File: src/rtl/nfc_host_sequencer_if.sv
// Host-side handshake bundle for nfc_host_sequencer: request, program-data,
// read-data and status streams. The master is the host, the slave is the sequencer.
interface nfc_host_sequencer_if;
   logic        req_valid;
   logic        req_ready;
   logic [2:0]  req_op;
   logic [15:0] req_addr;

   logic        wr_valid;
   logic        wr_ready;
   logic [7:0]  wr_data;

   logic        rd_valid;
   logic        rd_ready;
   logic [7:0]  rd_data;

   logic        resp_valid;
   logic        resp_ready;
   logic [4:0]  resp_status;

   modport master (
      output req_valid, req_op, req_addr, wr_valid, wr_data, rd_ready, resp_ready,
      input  req_ready, wr_ready, rd_valid, rd_data, resp_valid, resp_status
   );

   modport slave (
      input  req_valid, req_op, req_addr, wr_valid, wr_data, rd_ready, resp_ready,
      output req_ready, wr_ready, rd_valid, rd_data, resp_valid, resp_status
   );
endinterface

File: src/rtl/nfc_host_sequencer.sv
// Host command sequencer in front of the NAND flash controller: fills/drains the page
// buffer, pulses nfc_strt, waits for nfc_done. NFC_SEQ_TIMEOUT_EN adds a WAIT watchdog.
module nfc_host_sequencer #(
   parameter int PAGE_BYTES = 2048,
   parameter int ID_BYTES   = 5
`ifdef NFC_SEQ_TIMEOUT_EN
   , parameter int TIMEOUT_CYCLES = 65535
`endif
) (
   input  logic                clk,
   input  logic                rst_n,
   nfc_host_sequencer_if.slave host,
   output logic [2:0]          nfc_cmd_o,
   output logic                nfc_strt_o,
   output logic [15:0]         RWA_o,
   input  logic                nfc_done_i,
   input  logic                PErr_i,
   input  logic                EErr_i,
   input  logic                RErr_i,
   output logic                BF_sel_o,
   output logic                BF_we_o,
   output logic [10:0]         BF_ad_o,
   output logic [7:0]          BF_din_o,
   input  logic [7:0]          BF_dou_i
);

   localparam logic [2:0]  OP_PROG   = 3'b001;
   localparam logic [2:0]  OP_READ   = 3'b010;
   localparam logic [2:0]  OP_RESET  = 3'b011;
   localparam logic [2:0]  OP_ERASE  = 3'b100;
   localparam logic [2:0]  OP_RDID   = 3'b101;
   localparam logic [11:0] PAGE_LAST = 12'(PAGE_BYTES - 1);
   localparam logic [11:0] ID_LAST   = 12'(ID_BYTES - 1);
`ifdef NFC_SEQ_TIMEOUT_EN
   localparam logic [15:0] WD_LAST   = 16'(TIMEOUT_CYCLES - 1);
`endif

   typedef enum logic [2:0] {S_IDLE, S_FILL, S_START, S_WAIT, S_DRAIN, S_RESP} state_t;
   typedef enum logic [1:0] {D_FETCH, D_CAPT, D_HOLD} dphase_t;

   state_t      state_q;
   dphase_t     dphase_q;
   logic [11:0] cnt_q;
   logic [11:0] len_last_q;
   logic [2:0]  cmd_q;
   logic [15:0] rwa_q;
   logic        strt_q;
   logic        req_ready_q;
   logic        wr_ready_q;
   logic        rd_valid_q;
   logic [7:0]  rd_data_q;
   logic        resp_valid_q;
   logic [4:0]  status_q;
   logic        done_prev_q;
`ifdef NFC_SEQ_TIMEOUT_EN
   logic [15:0] wd_q;
`endif

   logic buf_op;
   logic done_rise;
   logic drain_last;
   logic wr_fire;

   assign buf_op     = (cmd_q == OP_PROG) || (cmd_q == OP_READ) || (cmd_q == OP_RDID);
   assign done_rise  = nfc_done_i && !done_prev_q;
   assign drain_last = (cnt_q == len_last_q);
   assign wr_fire    = (state_q == S_FILL) && host.wr_valid && wr_ready_q;

   assign host.req_ready   = req_ready_q;
   assign host.wr_ready    = wr_ready_q;
   assign host.rd_valid    = rd_valid_q;
   assign host.rd_data     = rd_data_q;
   assign host.resp_valid  = resp_valid_q;
   assign host.resp_status = status_q;
   assign nfc_cmd_o        = cmd_q;
   assign nfc_strt_o       = strt_q;
   assign RWA_o            = rwa_q;

   // While a byte waits for rd_ready the next address is already presented, so the
   // buffer output is ready the cycle after the handshake: 2 cycles per byte.
   always_comb begin
      BF_sel_o = 1'b0;
      BF_we_o  = 1'b0;
      BF_ad_o  = 11'd0;
      BF_din_o = 8'd0;
      case (state_q)
         S_FILL: begin
            BF_sel_o = 1'b1;
            BF_we_o  = wr_fire;
            BF_ad_o  = cnt_q[10:0];
            BF_din_o = wr_fire ? host.wr_data : 8'd0;
         end
         S_START, S_WAIT: BF_sel_o = buf_op;
         S_DRAIN: begin
            BF_sel_o = 1'b1;
            BF_ad_o  = (dphase_q == D_HOLD && !drain_last) ? cnt_q[10:0] + 11'd1 : cnt_q[10:0];
         end
         default: ;
      endcase
   end

   always_ff @(posedge clk or negedge rst_n) begin
      if (!rst_n) begin
         state_q      <= S_IDLE;
         dphase_q     <= D_FETCH;
         cnt_q        <= 12'd0;
         len_last_q   <= 12'd0;
         cmd_q        <= 3'd0;
         rwa_q        <= 16'd0;
         strt_q       <= 1'b0;
         req_ready_q  <= 1'b0;
         wr_ready_q   <= 1'b0;
         rd_valid_q   <= 1'b0;
         rd_data_q    <= 8'd0;
         resp_valid_q <= 1'b0;
         status_q     <= 5'd0;
         done_prev_q  <= 1'b0;
`ifdef NFC_SEQ_TIMEOUT_EN
         wd_q         <= 16'd0;
`endif
      end else begin
         done_prev_q <= nfc_done_i;
         strt_q      <= 1'b0;
         case (state_q)
            S_IDLE: begin
               req_ready_q <= 1'b1;
               if (host.req_valid && req_ready_q) begin
                  req_ready_q <= 1'b0;
                  cmd_q       <= host.req_op;
                  rwa_q       <= host.req_addr;
                  cnt_q       <= 12'd0;
                  case (host.req_op)
                     OP_PROG: begin
                        state_q    <= S_FILL;
                        wr_ready_q <= 1'b1;
                     end
                     OP_READ, OP_RESET, OP_ERASE, OP_RDID: begin
                        state_q <= S_START;
                        strt_q  <= 1'b1;
                     end
                     default: begin
                        state_q      <= S_RESP;
                        status_q     <= 5'b10000;
                        resp_valid_q <= 1'b1;
                     end
                  endcase
               end
            end
            S_FILL: begin
               if (wr_fire) begin
                  cnt_q <= cnt_q + 12'd1;
                  if (cnt_q == PAGE_LAST) begin
                     cnt_q      <= 12'd0;
                     wr_ready_q <= 1'b0;
                     strt_q     <= 1'b1;
                     state_q    <= S_START;
                  end
               end
            end
            S_START: begin
               state_q <= S_WAIT;
`ifdef NFC_SEQ_TIMEOUT_EN
               wd_q    <= 16'd0;
`endif
            end
            S_WAIT: begin
               if (done_rise) begin
                  status_q <= {2'b00, PErr_i, EErr_i, RErr_i};
                  cnt_q    <= 12'd0;
                  dphase_q <= D_FETCH;
                  if (cmd_q == OP_READ) begin
                     len_last_q <= PAGE_LAST;
                     state_q    <= S_DRAIN;
                  end else if (cmd_q == OP_RDID) begin
                     len_last_q <= ID_LAST;
                     state_q    <= S_DRAIN;
                  end else begin
                     resp_valid_q <= 1'b1;
                     state_q      <= S_RESP;
                  end
               end
`ifdef NFC_SEQ_TIMEOUT_EN
               else if (wd_q == WD_LAST) begin
                  status_q     <= 5'b01000;
                  resp_valid_q <= 1'b1;
                  state_q      <= S_RESP;
               end else begin
                  wd_q <= wd_q + 16'd1;
               end
`endif
            end
            S_DRAIN: begin
               case (dphase_q)
                  D_FETCH: dphase_q <= D_CAPT;
                  D_CAPT: begin
                     rd_data_q  <= BF_dou_i;
                     rd_valid_q <= 1'b1;
                     dphase_q   <= D_HOLD;
                  end
                  default: begin
                     if (host.rd_ready) begin
                        rd_valid_q <= 1'b0;
                        if (drain_last) begin
                           resp_valid_q <= 1'b1;
                           state_q      <= S_RESP;
                        end else begin
                           cnt_q    <= cnt_q + 12'd1;
                           dphase_q <= D_CAPT;
                        end
                     end
                  end
               endcase
            end
            S_RESP: begin
               if (host.resp_ready) begin
                  resp_valid_q <= 1'b0;
                  status_q     <= 5'd0;
                  req_ready_q  <= 1'b1;
                  state_q      <= S_IDLE;
               end
            end
            default: state_q <= S_IDLE;
         endcase
      end
   end

endmodule

File: src/flat_wrapper.sv
// flat-port wrapper written by rule: the top's interface ports become plain ports
module nfc_host_sequencer_flat 
#(
   parameter int PAGE_BYTES = 2048,
   parameter int ID_BYTES   = 5

)
  (clk, rst_n, nfc_cmd_o, nfc_strt_o, RWA_o, nfc_done_i, PErr_i, EErr_i, RErr_i, BF_sel_o, BF_we_o, BF_ad_o, BF_din_o, BF_dou_i, host_req_valid, host_req_op, host_req_addr, host_wr_valid, host_wr_data, host_rd_ready, host_resp_ready, host_req_ready, host_wr_ready, host_rd_valid, host_rd_data, host_resp_valid, host_resp_status);
  nfc_host_sequencer_if host_i ();
  input  logic clk;
  input  logic rst_n;
  output logic [2:0] nfc_cmd_o;
  output logic nfc_strt_o;
  output logic [15:0] RWA_o;
  input  logic nfc_done_i;
  input  logic PErr_i;
  input  logic EErr_i;
  input  logic RErr_i;
  output logic BF_sel_o;
  output logic BF_we_o;
  output logic [10:0] BF_ad_o;
  output logic [7:0] BF_din_o;
  input  logic [7:0] BF_dou_i;
  input wire logic [$bits(host_i.req_valid)-1:0] host_req_valid;
  input wire logic [$bits(host_i.req_op)-1:0] host_req_op;
  input wire logic [$bits(host_i.req_addr)-1:0] host_req_addr;
  input wire logic [$bits(host_i.wr_valid)-1:0] host_wr_valid;
  input wire logic [$bits(host_i.wr_data)-1:0] host_wr_data;
  input wire logic [$bits(host_i.rd_ready)-1:0] host_rd_ready;
  input wire logic [$bits(host_i.resp_ready)-1:0] host_resp_ready;
  output wire logic [$bits(host_i.req_ready)-1:0] host_req_ready;
  output wire logic [$bits(host_i.wr_ready)-1:0] host_wr_ready;
  output wire logic [$bits(host_i.rd_valid)-1:0] host_rd_valid;
  output wire logic [$bits(host_i.rd_data)-1:0] host_rd_data;
  output wire logic [$bits(host_i.resp_valid)-1:0] host_resp_valid;
  output wire logic [$bits(host_i.resp_status)-1:0] host_resp_status;
  assign host_i.req_valid = host_req_valid;
  assign host_i.req_op = host_req_op;
  assign host_i.req_addr = host_req_addr;
  assign host_i.wr_valid = host_wr_valid;
  assign host_i.wr_data = host_wr_data;
  assign host_i.rd_ready = host_rd_ready;
  assign host_i.resp_ready = host_resp_ready;
  assign host_req_ready = host_i.req_ready;
  assign host_wr_ready = host_i.wr_ready;
  assign host_rd_valid = host_i.rd_valid;
  assign host_rd_data = host_i.rd_data;
  assign host_resp_valid = host_i.resp_valid;
  assign host_resp_status = host_i.resp_status;
  nfc_host_sequencer #(.PAGE_BYTES(PAGE_BYTES), .ID_BYTES(ID_BYTES)) u_core (.clk(clk), .rst_n(rst_n), .host(host_i), .nfc_cmd_o(nfc_cmd_o), .nfc_strt_o(nfc_strt_o), .RWA_o(RWA_o), .nfc_done_i(nfc_done_i), .PErr_i(PErr_i), .EErr_i(EErr_i), .RErr_i(RErr_i), .BF_sel_o(BF_sel_o), .BF_we_o(BF_we_o), .BF_ad_o(BF_ad_o), .BF_din_o(BF_din_o), .BF_dou_i(BF_dou_i));
endmodule
File: config.mk
export PLATFORM = sky130hd
export DESIGN_NAME = nfc_host_sequencer_flat
export DESIGN_NICKNAME = d
export VERILOG_FILES = /design/src/rtl/nfc_host_sequencer_if.sv /design/src/rtl/nfc_host_sequencer.sv /design/src/flat_wrapper.sv
export SDC_FILE = /design/constraint.sdc
export NUM_CORES = 1
export LEC_CHECK = 0
export ABC_AREA = 1
export ABC_CLOCK_PERIOD_IN_PS = 2650
export CAP_MARGIN = 30
export CORE_MARGIN = 10
export CORE_UTILIZATION = 47
export CTS_CLUSTER_DIAMETER = 30
export DETAILED_ROUTE_END_ITERATION = 12
export GPL_ROUTABILITY_DRIVEN = 0
export PLACE_DENSITY = 0.88
export SETUP_SLACK_MARGIN = 0.4
export SYNTH_ARGS = -nofsm -noshare
export SYNTH_HDL_FRONTEND = slang
export SYNTH_SLANG_ARGS = --single-unit
File: constraint.sdc
create_clock -name clk -period 2.65 [get_ports clk]
set_input_delay 0.795 -clock clk [delete_from_list [all_inputs] [get_ports clk]]
set_output_delay 0.795 -clock clk [all_outputs]
set_load 0.005 [all_outputs]
* After elaboration in Yosys (flattened, before gate mapping)
Cells that the tools add are included.
Cells by class: reduce and logical (&&, ||, !) cells 35, bitwise operators 1, eq/ne operators 32, add/subtract/negate cells 2, muxes and demuxes 63
Operators by type and width (number):
- $mux 12 | 9
- $pmux 12 s4 | 1
- $mux 3 | 9
- $mux 1 | 22
- $pmux 11 s2 | 1
- $mux 5 | 4
- $ne 2x2->1 const B | 9
- $pmux 3 s6 | 1
- $mux 8 | 2
- $eq 3x2->1 const B | 5
- $eq 3x3->1 const B | 5
- $pmux 5 s3 | 1
- $add 12x1->12 const B | 1
- $eq 12x11->1 const B | 1
- $eq 12x12->1 | 1
- $add 11x1->11 const B | 1
- $mux 11 | 1
- $pmux 1 s2 | 5
- $reduce_and 10->1 | 1
- $reduce_and 5->1 | 2
- $reduce_bool 2->1 | 5
- $eq 3x1->1 const B | 3
- $ne 2x1->1 const B | 4
- $pmux 2 s2 | 2
- other kinds (23) | 37
Word-level totals: word-level logic and storage cells 147, register bits after elaboration 67

* Depth between registers and ports, before layout
depth after elaboration 5, gate-level depth with buffers 12, mapped depth without buffers 11

* Least setup slack after synthesis
OpenSTA, ideal clock, no wires.
path kind register to output, from register u_core.cnt_q[4], to output BF_ad_o[10], cell stages (with the launch flop) 10, buffers on the path 2, path slack 455 ps, arrival time 1400 ps, required time 1855 ps, cells stage by stage dfrtp_1 buf_4 nand2_1 nor2_1 nand2_1 nand2_1 nand4_1 buf_2 nand3_1 o21ai_0
Between the ends: cells in the longest elaborated chain, start to end 5
Ends and longest elaborated chain:
- from (decl) | line nfc_host_sequencer.sv:43 | logic [11:0] cnt_q;
- from (signal assigned) | line nfc_host_sequencer.sv:151 | cnt_q <= cnt_q + 12'd1;
- from (signal assigned) | line nfc_host_sequencer.sv:207 | cnt_q <= cnt_q + 12'd1;
- parallel branches: the longest is 3 deep, another holds $add 11x1->11
- $mux 11 * | line nfc_host_sequencer.sv:96 | BF_ad_o = (dphase_q == D_HOLD && !drain_last) ? cnt_q[10:0] + 11'd1 : cnt_q[10:0];
- $pmux 11 s2 * | line nfc_host_sequencer.sv:86 | case (state_q)
- to (decl) | line flat_wrapper.sv:21 | output logic [10:0] BF_ad_o;
Every way passes the cells marked *.

* Worst setup path after layout
from register u_core.cnt_q[9], to output BF_ad_o[8]
Between the ends: cells in the longest elaborated chain, start to end 5
Ends and longest elaborated chain:
- $eq 12x12->1 | line nfc_host_sequencer.sv:66 | assign drain_last = (cnt_q == len_last_q);
- $logic_not 1->1 | line nfc_host_sequencer.sv:96
- $logic_and 1x1->1 | line nfc_host_sequencer.sv:96
- $mux 11 | line nfc_host_sequencer.sv:96
- $pmux 11 s2 | line nfc_host_sequencer.sv:86
Every way passes these cells.

==> run metrics <==
Hold Buf Count CTS=0; Synth Area in XOR/XNOR=0.0243; Core Area=6760 µm²; delay-heaviest family, CP=simple AND/OR/NAND/NOR gates; total track usage=0.215; CTS buffer count=5; largest family of logic cells by synthesized area=simple AND/OR/NAND/NOR gates; flop2flop setup slack=0.56 ns; vias in the first global route=3806; # diodes=0; die height=103 µm; Root Buffer=clkbuf_8; initial drt markers=385; Max clock buf depth=2; unrepaired setup endpoints after global routing=yes; Yosys warnings=0; number of nets with antenna violations after routing=0; peak supply drop=0.561 mV; CP peak stage delay=0.47 ns; Synth top area share=0.431; DRC viols=0; Clock Pin Slew Worst Setup and Hold Paths=0.10 ns; Fin. Hold Viols=0; Synth Area in Compound Gates=0.0454; CTS tree=built; I/O Pins=103; total negative slack=-0.636 ns; min Tclk post-route=2.76 ns; Critical Path RT=1.86 ns; count leader, synth=nand2_1; post-synthesis cell type count=27; Reg-to-Reg End=u_core.cnt_q[2]; Nets=659; chip width=103 µm; WL final=12100 µm; Synth Area in Simple Gates=0.378; mux share of post-synthesis cell area=0.0277; DP HPWL=7800 µm; via-per-instance ratio=5.47; WL per Instance=17.4 µm; cell chain of the critical path=inv_1 -> nand3_1 -> nand2_1 -> nand4_1 -> buf_6 -> nand2_4 -> nand2_1 -> nand3_2 -> nand2_2 -> buf_6; Mapped Area=3250 µm²; Syn Area/Cell=7.09 µm²; Tcrit/Tclk final=1.04; Fmax=0.363 GHz; syn_nets=504; critical path buffer and inverter count=3; Reg2Reg Depth=12; Worst-Skew Late Latency=0.32 ns; status=finished, violations left; Hold WC Path Type=in2async; antenna violations before repair=0; GRT overflow=0; Final setup viols=10; first drt pass iteration count=5; Post-synth EDFFs=0; arrival time worst endpoint=1.96 ns; top cells by count, synth=nand2_1 (170), dfrtp_1 (56), nand3_1 (51); pwr dens=883 nW/µm²; htree depth=2; Slowest-stage cell, CP=dfrtp_1; Final Skew=0.00923 ns; setup slack after layout=-0.108 ns; clock tree sinks=56; crit path launch type=flop; Lkg Pwr=0.00253 µW; DR vias=3793; register area share after synthesis=0.431; row count=30; maximum fanout along the worst path=5; largest net degree at the start of global routing=57; launching point of the worst reg2reg path=u_core.cnt_q[9]; #FFs+latches synth=56; failing checks=setup timing; Synth area leader=dfrtp_1; critical path class=reg2out; number of buffers added on ports=101; Async SR Flop Fraction=1.00; share of cells above drive strength 1=0.279; Final Slew Violations=0; post-placement setup slack=-0.338 ns; first-pass GRT wire length=18300 µm; Adder-Cell Fraction of Synth Area=0.00385; prevailing post-synth register cell=dfrtp_1; Initial Util=0.481; Layout area overhead=56.8%; CP Capture Type=output port; Gate Count Post-Synth=458; Die ar.=10600 µm²; max_cap viols=0; synth top area cells=dfrtp_1 (43%), nand2_1 (20%), nand3_1 (7.9%), nor2_1 (5.5%), inv_1 (5.0%)
cell type report:
cell class	instances	area, µm²
Clock inverter	1	7.51
Fill cell	409	1660
Clock buffer	7	86.3
Inverter	46	175
Tap cell	80	100
Sequential cell	56	1400
Multi-Input combinational cell	336	1830
Timing Repair Buffer	168	1490
state kept, by name, indices dropped and copies added (netlist names), 2 cells and up:
| register | count |
|---|---|
| u_core.RWA_o | 16 |
| u_core.cnt_q | 12 |
| u_core.dphase_q | 2 |
| u_core.host.rd_data | 8 |
| u_core.host.resp_status | 4 |
| u_core.len_last_q | 2 |
| u_core.nfc_cmd_o | 3 |
| u_core.state_q | 3 |
layer usage:
layer | GRT usage | vias up | routed length [µm]
met5 | 0 | - | 0
met4 | 0.0781 | 0 | 415
met3 | 0.0838 | 51 | 1350
met2 | 0.377 | 250 | 6040
met1 | 0.227 | 1762 | 4300
li1 | - | 1730 | -
cells by family (layout without fill, tap and decap cells):
| logic type | after synthesis | count (layout) |
|---|---|---|
| and+or+nand+nor | 289 | 289 |
| buffers and inverters | 66 | 222 |
| DFF | 56 | 56 |
| AOI/OAI and AO/OA | 28 | 28 |
| xor gates and xnor gates | 9 | 9 |
| muxes | 8 | 8 |
| adders and majority gates | 1 | 1 |
| other | 1 | 1 |
worst reg2reg max path: stages (launching register included):
cell     delay [ns]
dfrtp_1        0.47
inv_1          0.14
nand3_1        0.09
nand2_1        0.07
nand4_1        0.21
buf_4          0.23
buf_4          0.13
buf_4          0.15
nand2_1        0.10
nand2_4        0.15
nand2_8        0.15
nand2_1        0.07
nand2_1        0.07
timing repair:
item	CTS	global route
setup endpoints to repair	21	34
resized for setup	136	38
pin swaps	22	16
gates cloned	1	0
buffers inserted	23	4
stage by stage:
stage                util  cell area, µm²  std cells  hold WS, ns  power, µW
floorplan               -            3250        458        0.442       2500
global placement    0.673            4550        658        0.453       3500
detailed placement  0.673            4550        658        0.458       3600
CTS                 0.726            4910        690        0.475       4270
global route        0.754            5090        694        0.461       4780
finish              0.754            5090        694        0.426       4500
power breakdown:
part           internal (µW)  switching (µW)  total [µW]  leakage (µW)
Sequential              1150             207        1360      0.000708
Combinational           1220            1420        2630       0.00178
Clock                    213             293         507     0.0000445
how the worst max path moves through the flow:
stage | from | depth (start not counted) | slack [ns] | to
floorplan | u_core.cnt_q[4] | 9 | 0.46 | BF_ad_o[10]
global placement | host_wr_valid | 5 | -0.25 | BF_din_o[0]
detailed placement | host_wr_valid | 5 | -0.34 | BF_din_o[1]
CTS | u_core.cnt_q[4] | 11 | 0.02 | BF_ad_o[8]
global route | u_core.cnt_q[6] | 11 | -0.21 | BF_ad_o[8]
finish | u_core.cnt_q[9] | 10 | -0.11 | BF_ad_o[8]
cell usage in the layout, fill, tap and decap left out, types with 3 or more instances in the layout:
master	netlist	routed
a21oi_1	3	3
buf_2	11	15
buf_4	7	56
buf_6	0	15
clkbuf_8	0	6
clkdlybuf4s50_1	0	78
dfrtp_1	56	55
inv_1	43	40
inv_2	3	5
mux2_2	8	8
nand2_1	170	159
nand2_2	6	14
nand3_1	51	35
nand3_2	2	16
nand4_1	3	3
nor2_1	48	35
nor2_2	3	5
nor2_4	0	11
o21ai_0	16	13
o21ai_1	5	6
xor2_1	6	4
(Power assumes the default switching activity.)
